===== src/rtl/epsilon_bandit.sv =====
// Epsilon-greedy multi-armed bandit: a table of action values in single-port RAM,
// a greedy argmax scan or an LFSR-driven random pick, and an exponential-average update.
//   state    | meaning
//   CLEAR    | write INIT_VALUE to every table entry, one per cycle
//   SCAN     | explore check on first cycle, else sequential read + argmax
//   ACTUATE  | offer the chosen action until action_ready
//   OBSERVE  | wait for a reward, write the updated value back
module epsilon_bandit #(
  parameter int          ACTION_WIDTH  = 8,
  parameter int          VALUE_WIDTH   = 16,
  parameter int          REWARD_WIDTH  = 8,
  parameter int          ALPHA_SHIFT   = 3,
  parameter int          EPSILON_SHIFT = 4,
  parameter int          INIT_VALUE    = 0,
  parameter logic [15:0] SEED          = 16'hace1,
  parameter logic [15:0] TAPS          = 16'hb400
) (
  input  logic                    clock,
  input  logic                    reset,
  input  logic                    reward_valid,
  input  logic [REWARD_WIDTH-1:0] reward_data,
  output logic                    reward_ready,
  output logic                    action_valid,
  output logic [ACTION_WIDTH-1:0] action_data,
  input  logic                    action_ready,
  output logic                    action_explore
);

  localparam int                    N            = 2 ** ACTION_WIDTH;
  localparam logic [ACTION_WIDTH:0] CNT_N        = (ACTION_WIDTH+1)'(N);
  localparam logic [ACTION_WIDTH:0] CNT_ONE      = (ACTION_WIDTH+1)'(1);
  localparam logic [ACTION_WIDTH:0] CNT_CLR_LAST = CNT_N - CNT_ONE;
  localparam logic [15:0]           EPS_MASK     = 16'((32'd1 << EPSILON_SHIFT) - 32'd1);
  localparam logic [VALUE_WIDTH-1:0] INIT_W      = VALUE_WIDTH'(INIT_VALUE);

  typedef enum logic [1:0] {
    S_CLEAR   = 2'd0,
    S_SCAN    = 2'd1,
    S_ACTUATE = 2'd2,
    S_OBSERVE = 2'd3
  } state_t;

  state_t                  state_q, state_d;
  logic [ACTION_WIDTH:0]   cnt_q, cnt_d;
  logic [15:0]             lfsr_q, lfsr_d;
  logic [ACTION_WIDTH-1:0] act_q, act_d;
  logic [ACTION_WIDTH-1:0] best_idx_q, best_idx_d;
  logic [VALUE_WIDTH-1:0]  best_val_q, best_val_d;
  logic                    explore_q, explore_d;
  logic                    action_valid_q, reward_ready_q;

  logic [VALUE_WIDTH-1:0]  table_q [N];
  logic [VALUE_WIDTH-1:0]  rd_data_q;
  logic                    ram_we, ram_re;
  logic [ACTION_WIDTH-1:0] ram_addr;
  logic [VALUE_WIDTH-1:0]  ram_wdata;

  logic                    explore_hit;
  logic [ACTION_WIDTH-1:0] explore_act, scan_idx;
  logic [VALUE_WIDTH-1:0]  q_old, q_new;
  logic signed [VALUE_WIDTH:0] rew_ext, q_ext, diff, step;

  assign explore_hit = (EPSILON_SHIFT > 0) && ((lfsr_q & EPS_MASK) == 16'd0);
  assign explore_act = lfsr_q[15 -: ACTION_WIDTH];
  assign scan_idx    = ACTION_WIDTH'(cnt_q - CNT_ONE);

  // An explored entry is read on the decision cycle and nothing reads the RAM again until
  // the write-back, so rd_data_q still holds its value in OBSERVE.
  assign q_old   = explore_q ? rd_data_q : best_val_q;
  assign rew_ext = $signed({{(VALUE_WIDTH+1-REWARD_WIDTH){reward_data[REWARD_WIDTH-1]}}, reward_data});
  assign q_ext   = $signed({q_old[VALUE_WIDTH-1], q_old});
  assign diff    = rew_ext - q_ext;
  assign step    = diff >>> ALPHA_SHIFT;
  assign q_new   = VALUE_WIDTH'(q_ext + step);

  always_comb begin
    state_d    = state_q;
    cnt_d      = cnt_q;
    act_d      = act_q;
    best_idx_d = best_idx_q;
    best_val_d = best_val_q;
    explore_d  = explore_q;
    lfsr_d     = {lfsr_q[14:0], ^(lfsr_q & TAPS)};
    ram_we     = 1'b0;
    ram_re     = 1'b0;
    ram_addr   = cnt_q[ACTION_WIDTH-1:0];
    ram_wdata  = INIT_W;
    case (state_q)
      S_CLEAR: begin
        ram_we = 1'b1;
        if (cnt_q == CNT_CLR_LAST) begin
          state_d = S_SCAN;
          cnt_d   = '0;
        end else begin
          cnt_d = cnt_q + CNT_ONE;
        end
      end
      S_SCAN: begin
        if (cnt_q == '0 && explore_hit) begin
          act_d     = explore_act;
          explore_d = 1'b1;
          ram_re    = 1'b1;
          ram_addr  = explore_act;
          state_d   = S_ACTUATE;
        end else begin
          explore_d = 1'b0;
          if (cnt_q < CNT_N) ram_re = 1'b1;
          if (cnt_q == CNT_ONE) begin
            best_idx_d = '0;
            best_val_d = rd_data_q;
          end else if (cnt_q != '0 && $signed(rd_data_q) > $signed(best_val_q)) begin
            best_idx_d = scan_idx;
            best_val_d = rd_data_q;
          end
          if (cnt_q == CNT_N) begin
            act_d   = best_idx_d;
            cnt_d   = '0;
            state_d = S_ACTUATE;
          end else begin
            cnt_d = cnt_q + CNT_ONE;
          end
        end
      end
      S_ACTUATE: begin
        if (action_ready) state_d = S_OBSERVE;
      end
      S_OBSERVE: begin
        if (reward_valid) begin
          ram_we    = 1'b1;
          ram_addr  = act_q;
          ram_wdata = q_new;
          cnt_d     = '0;
          state_d   = S_SCAN;
        end
      end
      default: state_d = S_CLEAR;
    endcase
  end

  always_ff @(posedge clock) begin
    if (reset) begin
      state_q        <= S_CLEAR;
      cnt_q          <= '0;
      lfsr_q         <= SEED;
      act_q          <= '0;
      best_idx_q     <= '0;
      best_val_q     <= '0;
      explore_q      <= 1'b0;
      action_valid_q <= 1'b0;
      reward_ready_q <= 1'b0;
    end else begin
      state_q        <= state_d;
      cnt_q          <= cnt_d;
      lfsr_q         <= lfsr_d;
      act_q          <= act_d;
      best_idx_q     <= best_idx_d;
      best_val_q     <= best_val_d;
      explore_q      <= explore_d;
      action_valid_q <= (state_d == S_ACTUATE);
      reward_ready_q <= (state_d == S_OBSERVE);
    end
  end

  always_ff @(posedge clock) begin
    if (ram_we && !reset) table_q[ram_addr] <= ram_wdata;
    if (ram_re) rd_data_q <= table_q[ram_addr];
  end

  assign action_valid   = action_valid_q;
  assign action_data    = act_q;
  assign action_explore = explore_q;
  assign reward_ready   = reward_ready_q;

endmodule


===== config.mk =====
export PLATFORM = sky130hd
export DESIGN_NAME = epsilon_bandit
export DESIGN_NICKNAME = d
export VERILOG_FILES = /design/src/rtl/epsilon_bandit.sv
export SDC_FILE = /design/constraint.sdc
export NUM_CORES = 2
export LEC_CHECK = 0
export CAP_MARGIN = 10
export CORE_MARGIN = 3
export CORE_UTILIZATION = 63
export DETAILED_ROUTE_END_ITERATION = 16
export HOLD_SLACK_MARGIN = 0.06
export PLACE_DENSITY_LB_ADDON = 0.15
export SLEW_MARGIN = 20
export SYNTH_ARGS = -nofsm -noshare
export SYNTH_HDL_FRONTEND = slang
export SYNTH_SLANG_ARGS = --single-unit

===== constraint.sdc =====
create_clock -name clock -period 21.7 [get_ports clock]
set_input_delay 4.34 -clock clock [delete_from_list [all_inputs] [get_ports clock]]
set_output_delay 4.34 -clock clock [all_outputs]
set_load 0.03 [all_outputs]

==> flow_metrics.tcl <==
set metrics [dict create \
    final_max_slew_viol_count 0 \
    yosys_warnings 0 \
    end_kind "flip-flop" \
    synth_ff_type "edfxtp_1" \
    crit_end "rd_data_q[14]$_DFFE_PP_" \
    cp_cell_sequence "clkdlybuf4s50_1 > and2_1 > nand2_1 > a22oi_2 > buf_4 > o211a_4 > buf_4 > buf_4 > buf_4 > buf_4 > a21boi_0 > o21ai_0 > nor4_1 > a21oi_1 > a311o_1" \
    synth_edf_count 4112 \
    rows 183 \
    place.gp.congestion 0.918 \
    path_clk_slew_ns 0.06 \
    grt_pass1_wl_mm 649 \
    crit_slowest_cell "buf_4" \
    ctsHoldBuffers 0 \
    wire_per_inst_um 34.5 \
    drtIter0Drc 18300 \
    critPathMaxStageDelay_ns 0.97 \
    worstSkewPairLatency_ns 1.03 \
    final.setup.tns_ns 0 \
    core_area_um2 249000 \
    grt_usage_pct 34.7 \
    reg2reg_setup_slack_ns 12.88 \
    die_y_um 507 \
    dp_hpwl_mm 250 \
    path_common_cell "buf_4" \
    numCtsBuffers 405 \
    synth_nets 9478 \
    rsz0062_at_grt "no" \
    r2r-start "cnt_q[0]$_SDFFE_PP0P_" \
    hold_violations 0 \
    fin_crit_sh_pct 55.4 \
    via_per_inst 7.40 \
    layout-drive-gt1-share_pct 11.4 \
    routed_wl_mm 454 \
    r2r-end "rd_data_q[14]$_DFFE_PP_" \
    wl_met2_mm 201 \
    max_cap_viol_count 0 \
    synth.top_cell.area_share_pct 78.2 \
    cts_resized 0 \
    critPathArrivalTime_ns 12.87 \
    ios 23 \
    cts_root_buf "clkbuf_16" \
    reg2reg_depth 16 \
    nets 9586 \
    seq_area_frac_synth_pct 79.0 \
    setup-violations-final 0 \
    startpoint "reward_valid" \
    grt_antenna_before_repair 19 \
    drc 0 \
    grt_pass1_vias 90600 \
    met1_length_mm 167 \
    critPathKind "primary input to flip-flop" \
    ant_nets 0 \
    hp-class "flip-flop to flip-flop" \
    area_delta_synth_final_pct 11.6 \
    worst_pin_slew_ns 1.34 \
    power.density_nw_per_um2 93.5 \
    cts_tree "built" \
    worstPathRequired_ns 22.55 \
    die_w_um 507 \
    synth.area.top_cells "edfxtp_1 (78%), a22oi_1 (5.2%), a21oi_1 (2.4%), o2111ai_1 (1.6%), clkbuf_1 (1.5%)" \
    clock_sinks 4174 \
    overflow 0 \
    synthArstFlopShare_pct 0 \
    maxUsedRoutingLayer "met5" \
    synthesis.area_um2 158000 \
    postSynthCellCount 9406 \
    htreeDepth 5 \
    start_util_pct 63.4 \
    die_area_um2 257000 \
    syn_area_per_cell_um2 16.8 \
    relSlewSlack_pct 9.60 \
    ir_drop_v 0.0000973 \
    grt_max_degree 206 \
    dr.pass1.iters 10 \
    crit_fanout 84 \
    startpoint_type "primary input" \
    outcome "finished, final reports clean" \
    post-route-util_pct 70.8 \
    synth.distinct_cells 64 \
    clock_skew_ns 0.0668 \
    place.port_buffers 22 \
    ys_ff_latch 4174 \
    route.met3.wl_mm 65.5 \
    synth_top_area_cell "edfxtp_1" \
    clockBufferDepth 4 \
    vias 97300 \
    fmax_mhz 83.2 \
    min_period_ns 12.02 \
    cellLeakagePower_nw 51.3 \
    postCtsSetupBuffers 0 \
]
==> Yosys cell counts, types with 8 or more instances <==
| cell | count |
|---|---|
| edfxtp_1 | 4112 |
| a22oi_1 | 1097 |
| a21oi_1 | 767 |
| clkbuf_1 | 616 |
| nor2_1 | 369 |
| o2111ai_1 | 285 |
| nand2_1 | 274 |
| a22o_1 | 255 |
| nand4_1 | 228 |
| a222oi_1 | 196 |
| a221oi_1 | 192 |
| o22ai_1 | 96 |
| buf_1 | 86 |
| nor4_1 | 83 |
| o41ai_1 | 81 |
| dfxtp_1 | 62 |
| o21ai_0 | 62 |
| ha_1 | 59 |
| buf_2 | 55 |
| inv_1 | 53 |
| o31ai_1 | 49 |
| nor3_1 | 28 |
| xnor2_1 | 23 |
| a31oi_1 | 20 |
| mux2i_1 | 20 |
| nor2b_1 | 19 |
| o21a_1 | 19 |
| a21boi_0 | 18 |
| xor2_1 | 17 |
| a311o_1 | 16 |
| o22a_1 | 16 |
| a21o_1 | 13 |
| nand3_1 | 13 |
| or2_2 | 10 |
| a211oi_1 | 9 |
| o211ai_1 | 8 |
==> power breakdown <==
part | internal [W] | switching, W
Combinational | 0.000315 | 0.000676
Clock | 0.00387 | 0.00289
Sequential | 0.00873 | 0.00000441
==> how the worst min path moves through the flow <==
stage | slack (ns) | cells past startpoint | endpoint | start
2_1_floorplan | 0.39 | 1 | lfsr_q[5]$_SDFF_PP1_ | lfsr_q[4]$_SDFF_PP0_
3_3_place_gp | 0.40 | 1 | lfsr_q[7]$_SDFF_PP1_ | lfsr_q[6]$_SDFF_PP1_
3_5_place_dp | 0.40 | 1 | lfsr_q[6]$_SDFF_PP1_ | lfsr_q[5]$_SDFF_PP1_
4_1_cts | 0.41 | 1 | lfsr_q[6]$_SDFF_PP1_ | lfsr_q[5]$_SDFF_PP1_
5_1_grt | 0.43 | 1 | lfsr_q[6]$_SDFF_PP1_ | lfsr_q[5]$_SDFF_PP1_
6_report | 0.41 | 1 | lfsr_q[6]$_SDFF_PP1_ | lfsr_q[5]$_SDFF_PP1_
==> metrics by stage <==
stage	total power [W]	hold slack [ns]	instances	area [um^2]	worst slack, ns
final	0.0165	0.411	13200	176000	9.68
after global routing	0.0169	0.430	13100	176000	9.60
after CTS	0.0165	0.413	13100	176000	10.14
after detailed placement	0.00986	0.398	12400	164000	9.13
after global placement	0.00986	0.396	12400	163000	9.21
after floorplan	0.00952	0.389	9406	158000	2.33
==> layout make-up <==
class | count | area [um^2]
Antenna cell | 14 | 35.0
Clock buffer | 496 | 10600
Clock inverter | 210 | 1950
Fill cell | 15300 | 72600
Inverter | 53 | 199
Multi-Input combinational cell | 4408 | 30700
Sequential cell | 4174 | 125000
Tap cell | 3330 | 4170
Timing Repair Buffer | 472 | 3870
==> placed cells by master (no fill, tap or decap), drive strengths merged, types with 20 or more instances in the layout <==
cell,Yosys,routed
a21oi,767,767
a221oi,192,192
a222oi,196,196
a22o,255,255
a22oi,1097,1097
a31oi,20,20
buf,155,451
bufinv,0,36
clkbuf,616,496
clkdlybuf4s50,0,21
clkinv,0,156
dfxtp,62,62
edfxtp,4112,4112
ha,59,59
inv,53,58
mux2i,20,20
nand2,274,274
nand4,228,228
nor2,369,369
nor3,28,28
nor4,85,85
o2111ai,285,285
o21ai,65,65
o22ai,96,96
o31ai,49,49
o41ai,81,81
xnor2,23,23
==> registers in the layout, summed over array words and instances, names as in the netlist, 2 cells and up <==
signal,cells
best_idx_q,8
lfsr_q,16
rd_data_q,16
best_val_q,16
cnt_q,9
table_q,4096
action_data,8
state_q,2
==> routing by layer <==
metal	up-vias	GRT usage, %
met5	-	0
met4	6	14.0
met3	917	10.6
li1	39600	-
met2	7610	49.5
met1	49200	50.8
==> critical path: cells and delay by family <==
family          cells  cell delay (ns)
compound gates      6             2.51
simple gates        3             0.90
buf+inv             6             4.88
==> kinds of logic after synthesis <==
group / after synthesis / share of synthesized area (%)
xor+xnor: 40 / 0.222
fa+ha+maj: 60 / 0.480
simple gates: 1059 / 3.18
compound gates: 3228 / 15.0
mux: 21 / 0.134
buf+inv: 824 / 2.05
flops: 4174 / 79.0
No activity file was read; power rests on OpenSTA's default activity.
